<file path="src/rtl/clock_pkg.sv">
// Shared types and constants for the digital clock timekeeping core.
package clock_pkg;

    typedef enum logic [1:0] {
        RUN     = 2'd0,
        SET_HR  = 2'd1,
        SET_MIN = 2'd2
    } state_t;

    // 1 MHz system clock divided down to a 100 Hz tick.
    localparam int DIV_DEFAULT = 10000;

    // Decimal points: HH.MM.SS.cc while running; a single blinking dot while setting.
    localparam logic [7:0] DOT_RUN     = 8'b0101_0100;
    localparam int         DOT_HR_BIT  = 6;
    localparam int         DOT_MIN_BIT = 4;

    // Field moduli for hundredths, seconds, minutes, hours.
    localparam int MOD_CC = 100;
    localparam int MOD_SS = 60;
    localparam int MOD_MM = 60;
    localparam int MOD_HH = 24;

    // Ticks between blink toggles in the set states.
    localparam int BLINK_PERIOD = 50;

    // Decimal-point pattern for a given state and blink phase.
    function automatic logic [7:0] dot_for(input state_t s, input logic blink);
        logic [7:0] d;
        d = 8'b0;
        case (s)
            RUN:     d = DOT_RUN;
            SET_HR:  d[DOT_HR_BIT] = blink;
            SET_MIN: d[DOT_MIN_BIT] = blink;
            default: d = DOT_RUN;
        endcase
        return d;
    endfunction

endpackage

</file>
<file path="src/rtl/clock_counter_bcd2_cnt.sv">
// Two-digit BCD modulo counter: counts 00..MOD-1, carry is high when an
// enabled count wraps back to 00. Clear has priority over enable.
module bcd2_cnt #(
    parameter int MOD = 100
) (
    input  logic       clk,
    input  logic       rst_n,
    input  logic       en,
    input  logic       clr,
    output logic [3:0] tens,
    output logic [3:0] ones,
    output logic       carry
);

    localparam logic [3:0] MAX_T = 4'((MOD - 1) / 10);
    localparam logic [3:0] MAX_O = 4'((MOD - 1) % 10);

    logic at_max;

    // Terminal value detect and ripple carry for the next field up.
    always_comb begin
        at_max = (tens == MAX_T) && (ones == MAX_O);
        carry  = en && at_max;
    end

    // Digit registers: wrap at MOD-1, otherwise ones 0..9 with tens carry.
    always_ff @(posedge clk or negedge rst_n) begin
        if (!rst_n) begin
            tens <= 4'd0;
            ones <= 4'd0;
        end else if (clr) begin
            tens <= 4'd0;
            ones <= 4'd0;
        end else if (en) begin
            if (at_max) begin
                tens <= 4'd0;
                ones <= 4'd0;
            end else if (ones == 4'd9) begin
                tens <= tens + 4'd1;
                ones <= 4'd0;
            end else begin
                ones <= ones + 4'd1;
            end
        end
    end

endmodule

</file>
<file path="src/rtl/clock_counter.sv">
// Timekeeping core: 100 Hz prescaler, debounced keys, set-mode FSM and the
// HH.MM.SS.cc BCD time chain. dbg_state exposes the FSM; dbg_rollover is the
// hours carry (high in the tick cycle where 23:59:59.99 wraps to midnight).
module clock_counter
    import clock_pkg::*;
#(
    parameter int DIV = DIV_DEFAULT
) (
    input  logic       CP_1MHz,
    input  logic       nCLR,
    input  logic       iMode,
    input  logic       iInc,
    output logic [3:0] D7,
    output logic [3:0] D6,
    output logic [3:0] D5,
    output logic [3:0] D4,
    output logic [3:0] D3,
    output logic [3:0] D2,
    output logic [3:0] D1,
    output logic [3:0] D0,
    output logic [7:0] DOT,
    output logic       oTick,
    output logic [1:0] dbg_state,
    output logic       dbg_rollover
);

    localparam int             CW      = $clog2(DIV);
    localparam logic [CW-1:0]  CNT_MAX = CW'(DIV - 1);

    logic [CW-1:0] cnt, cnt_next;
    logic          tick_q;
    logic          mode_s1, mode_s2, mode_prev;
    logic          inc_s1, inc_s2, inc_prev;
    logic          mode_p, inc_p;
    state_t        state, state_next;
    logic          blink, blink_next;
    logic [5:0]    blink_cnt, blink_cnt_next;
    logic          restart, clr_sec;
    logic          run;
    logic          cc_en, mm_en, hh_en;
    logic          cc_carry, ss_carry, mm_carry, hh_carry;

    // Prescaler next value; leaving set mode restarts the count from zero.
    always_comb begin
        if (restart || cnt == CNT_MAX) cnt_next = '0;
        else                           cnt_next = cnt + CW'(1);
    end

    // Prescaler register and registered tick strobe (high while cnt == DIV-1).
    always_ff @(posedge CP_1MHz or negedge nCLR) begin
        if (!nCLR) begin
            cnt    <= '0;
            tick_q <= 1'b0;
        end else begin
            cnt    <= cnt_next;
            tick_q <= (cnt_next == CNT_MAX);
        end
    end

    // Key synchronizers; the previous sample only moves on a tick (10 ms debounce).
    always_ff @(posedge CP_1MHz or negedge nCLR) begin
        if (!nCLR) begin
            mode_s1   <= 1'b0;
            mode_s2   <= 1'b0;
            mode_prev <= 1'b0;
            inc_s1    <= 1'b0;
            inc_s2    <= 1'b0;
            inc_prev  <= 1'b0;
        end else begin
            mode_s1 <= iMode;
            mode_s2 <= mode_s1;
            inc_s1  <= iInc;
            inc_s2  <= inc_s1;
            if (tick_q) begin
                mode_prev <= mode_s2;
                inc_prev  <= inc_s2;
            end
        end
    end

    // Rising-edge pulses at tick time; a mode pulse masks a coincident inc pulse.
    always_comb begin
        mode_p = tick_q && mode_s2 && !mode_prev;
        inc_p  = tick_q && inc_s2 && !inc_prev && !mode_p;
    end

    // FSM next state, blink phase and side effects of mode transitions.
    always_comb begin
        state_next     = state;
        blink_next     = blink;
        blink_cnt_next = blink_cnt;
        restart        = 1'b0;
        clr_sec        = 1'b0;
        case (state)
            RUN: begin
                if (mode_p) begin
                    state_next     = SET_HR;
                    blink_next     = 1'b1;
                    blink_cnt_next = 6'd0;
                    clr_sec        = 1'b1;
                end
            end
            SET_HR, SET_MIN: begin
                if (mode_p) begin
                    state_next     = (state == SET_HR) ? SET_MIN : RUN;
                    blink_next     = 1'b1;
                    blink_cnt_next = 6'd0;
                    restart        = (state == SET_MIN);
                end else if (tick_q) begin
                    if (blink_cnt == 6'(BLINK_PERIOD - 1)) begin
                        blink_cnt_next = 6'd0;
                        blink_next     = !blink;
                    end else begin
                        blink_cnt_next = blink_cnt + 6'd1;
                    end
                end
            end
            default: state_next = RUN;
        endcase
    end

    // FSM, blink and registered decimal points.
    always_ff @(posedge CP_1MHz or negedge nCLR) begin
        if (!nCLR) begin
            state     <= RUN;
            blink     <= 1'b1;
            blink_cnt <= 6'd0;
            DOT       <= DOT_RUN;
        end else begin
            state     <= state_next;
            blink     <= blink_next;
            blink_cnt <= blink_cnt_next;
            DOT       <= dot_for(state_next, blink_next);
        end
    end

    // Field enables: ripple chain while running, inc pulse drives HH/MM in set mode.
    always_comb begin
        run   = (state == RUN);
        cc_en = run && tick_q && !mode_p;
        mm_en = run ? ss_carry : ((state == SET_MIN) && inc_p);
        hh_en = run ? mm_carry : ((state == SET_HR) && inc_p);
    end

    bcd2_cnt #(.MOD(MOD_CC)) u_cc (
        .clk(CP_1MHz), .rst_n(nCLR), .en(cc_en), .clr(clr_sec),
        .tens(D1), .ones(D0), .carry(cc_carry)
    );

    bcd2_cnt #(.MOD(MOD_SS)) u_ss (
        .clk(CP_1MHz), .rst_n(nCLR), .en(cc_carry), .clr(clr_sec),
        .tens(D3), .ones(D2), .carry(ss_carry)
    );

    bcd2_cnt #(.MOD(MOD_MM)) u_mm (
        .clk(CP_1MHz), .rst_n(nCLR), .en(mm_en), .clr(1'b0),
        .tens(D5), .ones(D4), .carry(mm_carry)
    );

    bcd2_cnt #(.MOD(MOD_HH)) u_hh (
        .clk(CP_1MHz), .rst_n(nCLR), .en(hh_en), .clr(1'b0),
        .tens(D7), .ones(D6), .carry(hh_carry)
    );

    assign oTick        = tick_q;
    assign dbg_state    = state;
    assign dbg_rollover = run && hh_carry;

endmodule

</file>
<file path="config.mk">
export PLATFORM = sky130hd
export DESIGN_NAME = clock_counter
export DESIGN_NICKNAME = d
export VERILOG_FILES = /design/src/rtl/clock_pkg.sv /design/src/rtl/clock_counter_bcd2_cnt.sv /design/src/rtl/clock_counter.sv
export SDC_FILE = /design/constraint.sdc
export NUM_CORES = 1
export LEC_CHECK = 0
export ABC_AREA = 1
export BUFFER_PORTS_ARGS = -buffer_cell sky130_fd_sc_hd__buf_2
export CAP_MARGIN = 25
export CORE_MARGIN = 2
export CORE_UTILIZATION = 50
export CTS_BUF_LIST = sky130_fd_sc_hd__clkbuf_4 sky130_fd_sc_hd__clkbuf_8
export DETAILED_ROUTE_END_ITERATION = 10
export PLACE_DENSITY = 0.68
export SLEW_MARGIN = 20
export SYNTH_ARGS = -nofsm -noshare
export SYNTH_HDL_FRONTEND = slang
export SYNTH_SLANG_ARGS = --single-unit
</file>
<file path="constraint.sdc">
create_clock -name CP_1MHz -period 5.2 [get_ports CP_1MHz]
set_input_delay 1.04 -clock CP_1MHz [delete_from_list [all_inputs] [get_ports CP_1MHz]]
set_output_delay 1.04 -clock CP_1MHz [all_outputs]
set_load 0.02 [all_outputs]
</file>
=== After elaboration in Yosys (flattened, before gate mapping) ===
Index checks and enable logic that the tools add are counted.

* Register bits after elaboration: 68
* Output and inout port bits: 44
* Word-level logic and storage cells: 134

* $add $sub $neg: 10
* Equality and inequality tests: 18
* Muxes and demuxes: 48
* Reductions and logical operators: 38

{| class="wikitable"
|+ Operator list
! cell !! count
|-
| 2-to-1 mux 4 bit || 24
|-
| adder 4 x 1 -> 4 bit, second input constant || 8
|-
| equality test 14 bit, second input constant || 2
|-
| 2-to-1 mux 6 bit || 4
|-
| equality test 4 bit, second input constant || 5
|-
| logical AND 1 bit || 18
|-
| adder 14 x 1 -> 14 bit, second input constant || 1
|-
| 2-to-1 mux 14 bit || 1
|-
| case mux 6 bit (2 select lines) || 1
|-
| 2-to-1 mux 1 bit || 10
|-
| nonzero test 2 bit || 5
|-
| equality test 4 x 2 -> 1 bit, second input constant || 2
|-
| equality test 4 x 3 -> 1 bit, second input constant || 2
|-
| AND reduction 2 bit || 4
|-
| adder 6 x 1 -> 6 bit, second input constant || 1
|-
| equality test 6 bit, second input constant || 1
|-
| 2-to-1 mux 2 bit || 3
|-
| case mux 1 bit (2 select lines) || 3
|-
| nonzero test 3 bit || 2
|-
| equality test 2 x 1 -> 1 bit, second input constant || 2
|-
| equality test 2 bit, second input constant || 2
|-
| zero test 1 bit || 4
|-
| case mux 2 bit (2 select lines) || 1
|-
| OR reduction 2 bit || 2
|-
| other kinds (6) || 6
|}

=== Depth between registers and ports, before layout ===
* Depth after elaboration: 11
* Mapped depth: 12
* Mapped depth without buffers: 11

=== Cells and area by module ===
From an unflattened synthesis, not the netlist that was laid out.

* Cells, all modules: 474
* Area total of the unflattened synthesis: 3838.7 sq um

{| class="wikitable"
|+ Modules (own cells, without submodules)
! module !! times used !! cells an instance !! area an instance (sq um)
|-
| clock_counter || 1 || 241 || 1914.3
|-
| bcd2_cnt at u_mm ... || 2 || 55 || 464.2
|-
| bcd2_cnt at u_hh || 1 || 67 || 530.5
|-
| bcd2_cnt at u_cc || 1 || 56 || 465.4
|}

=== Least setup slack after synthesis ===
OpenSTA, ideal clock, no wires.

* Kind: register -> output
* From: register state[1] (netlist: dbg_state[1])
* To: output dbg_rollover
* Arrival: 1822 ps
* Setup slack: 2338 ps
* Stages on the path, launching flop included: 9
* Path buffers: 0
* Cells stage by stage: dfrtp_1 > inv_1 > ha_1 > nand2_1 > nor2_2 > nand4_2 > nand2_2 > nand2_1 > nor2_1

* Longest elaborated chain between the ends: 10
* Elaborated cells on any way between the ends: 14

{| class="wikitable"
|+ Ends and longest elaborated chain
! what !! line !! source
|-
| from (decl) || clock_counter.sv:35 || <nowiki>state_t state, state_next;</nowiki>
|-
| from (signal assigned) || clock_counter.sv:130 || <nowiki>state <= state_next;</nowiki>
|-
| zero test 2 bit || clock_counter.sv:139 || <nowiki>run = (state == RUN);</nowiki>
|-
| logical AND 1 bit (2 in a row) || clock_counter.sv:140 || <nowiki>cc_en = run && tick_q && !mode_p;</nowiki>
|-
| logical AND 1 bit (2 in a row) || clock_counter_bcd2_cnt.sv:23 || <nowiki>carry = en && at_max;</nowiki>
|-
| 2-to-1 mux 1 bit || clock_counter.sv:141 || <nowiki>mm_en = run ? ss_carry : ((state == SET_MIN) && inc_p);</nowiki>
|-
| logical AND 1 bit || clock_counter_bcd2_cnt.sv:23 ||
|-
| 2-to-1 mux 1 bit || clock_counter.sv:142 || <nowiki>hh_en = run ? mm_carry : ((state == SET_HR) && inc_p);</nowiki>
|-
| logical AND 1 bit || clock_counter_bcd2_cnt.sv:23 ||
|-
| logical AND 1 bit * || clock_counter.sv:167 || <nowiki>assign dbg_rollover = run && hh_carry;</nowiki>
|-
| to (decl) || clock_counter.sv:24 || <nowiki>output logic dbg_rollover</nowiki>
|}

Every way passes the cells marked *; elsewhere a longest branch is shown, timed or not.

=== Worst setup path after layout ===
* From: register state[0] (netlist: dbg_state[0])
* To: output dbg_rollover

The elaborated chain is that of the path after synthesis.

==> results.sh <==
export IMPL_finClkSkew_ps=9.510
export IMPL_wl_per_cell_um=11.96
export IMPL_initial_utilization_pct=51.16
export IMPL_ff2ff_setup_slack_ps=3130
export IMPL_synth_top_family_by_area="simple AND/OR/NAND/NOR gates"
export IMPL_ys_flop_type="dfrtp_1"
export IMPL_yosysUniqueCellTypes=38
export IMPL_layout_common_cells="nand2_1, inv_1, dfrtp_1, nor2_1, buf_2"
export IMPL_p_per_area_nw_per_um2=229.3
export IMPL_cp_end_kind="output pin"
export IMPL_max_freq_mhz=305.2
export IMPL_overflow=0
export IMPL_setup_viol=0
export IMPL_cts_buffer_depth=2
export IMPL_numCtsBuffers=9
export IMPL_nets=518
export IMPL_ys_top_cells_by_area="dfrtp_1, ha_1, nand2_1, inv_1, nor2_1"
export IMPL_synth_compound_area_share_pct=8.078
export IMPL_setup_tns_ps=0
export IMPL_synthXorXnorAreaFrac_pct=2.386
export IMPL_reg2reg_to="DOT[4]"
export IMPL_dpl_hpwl_mm=5.365
export IMPL_path_clk_slew_ps=70
export IMPL_synth_seq_cells=65
export IMPL_crit_type="reg -> out"
export IMPL_cts_max_level=3
export IMPL_yosysSeqAreaShare_pct=44.44
export IMPL_syn_to_final_growth_pct=13.67
export IMPL_clk_latency_ps=340
export IMPL_seqCellArea_um2=1632
export IMPL_synth_fa_ha_area_share_pct=8.521
export IMPL_dieHeight_um=89.69
export IMPL_fp_row_count=31
export IMPL_fin_util_pct=58.15
export IMPL_yosys_mux_area_fraction_pct=0.8180
export IMPL_die_area_um2=8043
export IMPL_worst_ep_arrival_time_ps=2240
export IMPL_hold_start="mode_s1"
export IMPL_synth_edf_count=0
export IMPL_final_cells=593
export IMPL_whs_endpoint="mode_s2"
export IMPL_cts_sinks=65
export IMPL_path_max_fanout=8
export IMPL_dr_pass1_iters=4
export IMPL_p_leak_nw=2.175
export IMPL_yosys_warnings=0
export IMPL_synth_top_area_cell="dfrtp_1"
export IMPL_tritoncts="built"
export IMPL_synth_top_area_share_pct=41.58
export IMPL_r2r_start="dbg_state[0]"
export IMPL_tightest_slew_ps=718.0
export IMPL_grt_antenna_before_repair=0
export IMPL_drtIter0Drc=124
export IMPL_rsz0062_at_grt="false"
export IMPL_grt_pass1_wl_mm=11.85
export IMPL_hold_class="reg -> reg"
export IMPL_vias=2957
export IMPL_post_cts_setup_buffers=0
export IMPL_period_share_pct=63.01
export IMPL_synth_cells=438
export IMPL_syn_mean_instance_area_um2=8.381
export IMPL_report_final_slew_viol_count=0
export IMPL_mostFrequentLayoutCell="nand2_1"
export IMPL_outcome="finished, final reports clean"
export IMPL_cts_root_buffer="clkbuf_8"
export IMPL_hold_buffers=0
export IMPL_first_global_vias=2709
export IMPL_cap_violations=0
export IMPL_p_total_mw=0.9569
export IMPL_dp_cells=577
export IMPL_swShare_pct=22.33
export IMPL_final_cell_area_um2=4173
export IMPL_whs_path_depth=0
export IMPL_grt_max_degree=35
export IMPL_power_frac_comb_pct=1.5
export IMPL_drive_gt1_share_pct=17.41
export IMPL_fillerInstances=676
export IMPL_synthSimpleGateAreaFrac_pct=27.37
export IMPL_gp_congestion=0.8620
export IMPL_post_dp_cell_area_um2=3968
export IMPL_hold_viol=0
export IMPL_cp_start_kind="flip-flop"
export IMPL_seqPwrFrac_pct=53.0
export IMPL_r2r_worst_path_cells=10
export IMPL_cts_resized=0
export IMPL_globalRouteTotalUtil_pct=19.30
export IMPL_clockPowerShare_pct=45.4
export IMPL_synth_async_reset_ratio_pct=100.0
export IMPL_totalWireLength_mm=7.092
export IMPL_relSlewSlack_pct=52.14
export IMPL_syn_area_um2=3671
export IMPL_peakVddDrop_mv=0.1611
export IMPL_required_ps=4160
export IMPL_die_x_um=89.69
export IMPL_ant_nets=0
export IMPL_p_int_mw=0.7432
export IMPL_n_antenna_cell=0
export IMPL_core_um2=7176
export IMPL_multi_input_area_um2=1750
export IMPL_viasPerCell=4.987
export IMPL_power_net_switching_mw=0.2137
export IMPL_port_buffers=42
export IMPL_pin_count=48
export IMPL_drc=0
export IMPL_period_minus_slack_ps=3277
[cell type report]
type / count / area share [%]
Clock buffer: 10 / 3.298
Clock inverter: 6 / 1.619
Inverter: 65 / 5.847
Multi-Input combinational cell: 305 / 41.95
Sequential cell: 65 / 39.10
Tap cell: 99 / 2.969
Timing Repair Buffer: 43 / 5.217
[kinds of logic after synthesis]
family | Yosys count
AO/OA/AOI/OAI | 51
adder cells (fa/ha/maj) | 25
AND/OR/NAND/NOR | 211
XOR/XNOR | 10
flip-flops | 65
multiplexers | 3
buffers and inverters | 72
other | 1
[per-layer routing]
metal	track usage, %	routed length [um]	share of wire (%)
met5	0	0	0
met4	6.242	61	0.86
met3	5.302	216	3.0
met2	32.62	3558	50
met1	23.98	3255	46
[worst max-delay path, cell delays in order, from the launching register on]
cell     delay, ps
dfrtp_1        420
inv_1          110
ha_1           320
nand2_1        180
nor2_2         220
nand4_2        150
nand2_2        170
nand2_1         70
nor2_1          90
buf_2          170
[synthesized netlist by cell type (2+ instances only)]
cell type / instances
mux2i_1: 3
xor2_1: 8
nor2_8: 2
o21ai_0: 10
inv_2: 3
nor3_1: 4
ha_1: 25
xnor2_1: 2
nand3b_1: 5
nand2_4: 5
a21oi_1: 17
nand3_2: 2
nor3b_1: 2
dfstp_2: 4
o31ai_1: 5
nand4_1: 9
nor2_2: 4
nand2_2: 2
o21a_1: 3
dfrtp_1: 61
inv_1: 62
nand3_1: 34
buf_4: 5
buf_6: 2
o21ai_1: 6
nand2_1: 82
nor2_1: 55
o22ai_1: 5
or2_2: 2
[registers in the layout, summed over array words and instances, names as in the netlist]
name and cells:
cnt 14, blink_cnt 6, u_cc.ones 4, u_cc.tens 4, u_hh.ones 4, u_hh.tens 4
u_mm.ones 4, u_mm.tens 4, u_ss.ones 4, u_ss.tens 4, DOT 3, dbg_state 2
blink 1, inc_prev 1, inc_s1 1, inc_s2 1, mode_prev 1, mode_s1 1
mode_s2 1, oTick 1
[worst max path at each step]
stage	startpoint	endpoint	slack [ps]	cells after the start
finish	dbg_state[0]	dbg_rollover	1920	9
global route	dbg_state[0]	dbg_rollover	1710	9
CTS	dbg_state[0]	dbg_rollover	1910	9
detailed placement	dbg_state[0]	dbg_rollover	2290	9
global placement	dbg_state[0]	dbg_rollover	2360	9
floorplan	dbg_state[1]	dbg_rollover	2340	8
[metrics by stage]
stage               hold WS [ps]  setup slack, ps
CTS                        353.2             1908
floorplan                  331.2             2338
global placement           332.9             2359
finish                     349.9             1924
detailed placement         337.3             2295
global route               363.9             1706
[power by group through the flow]
stage               Clock (mW)  Combinational [mW]  Sequential [mW]
floorplan                    0             0.00607            0.517
global placement             0              0.0153            0.517
detailed placement           0              0.0154            0.517
CTS                      0.449              0.0154            0.508
global route             0.472              0.0176            0.508
finish                   0.435              0.0145            0.508
No activity file was read; power rests on OpenSTA's default activity.
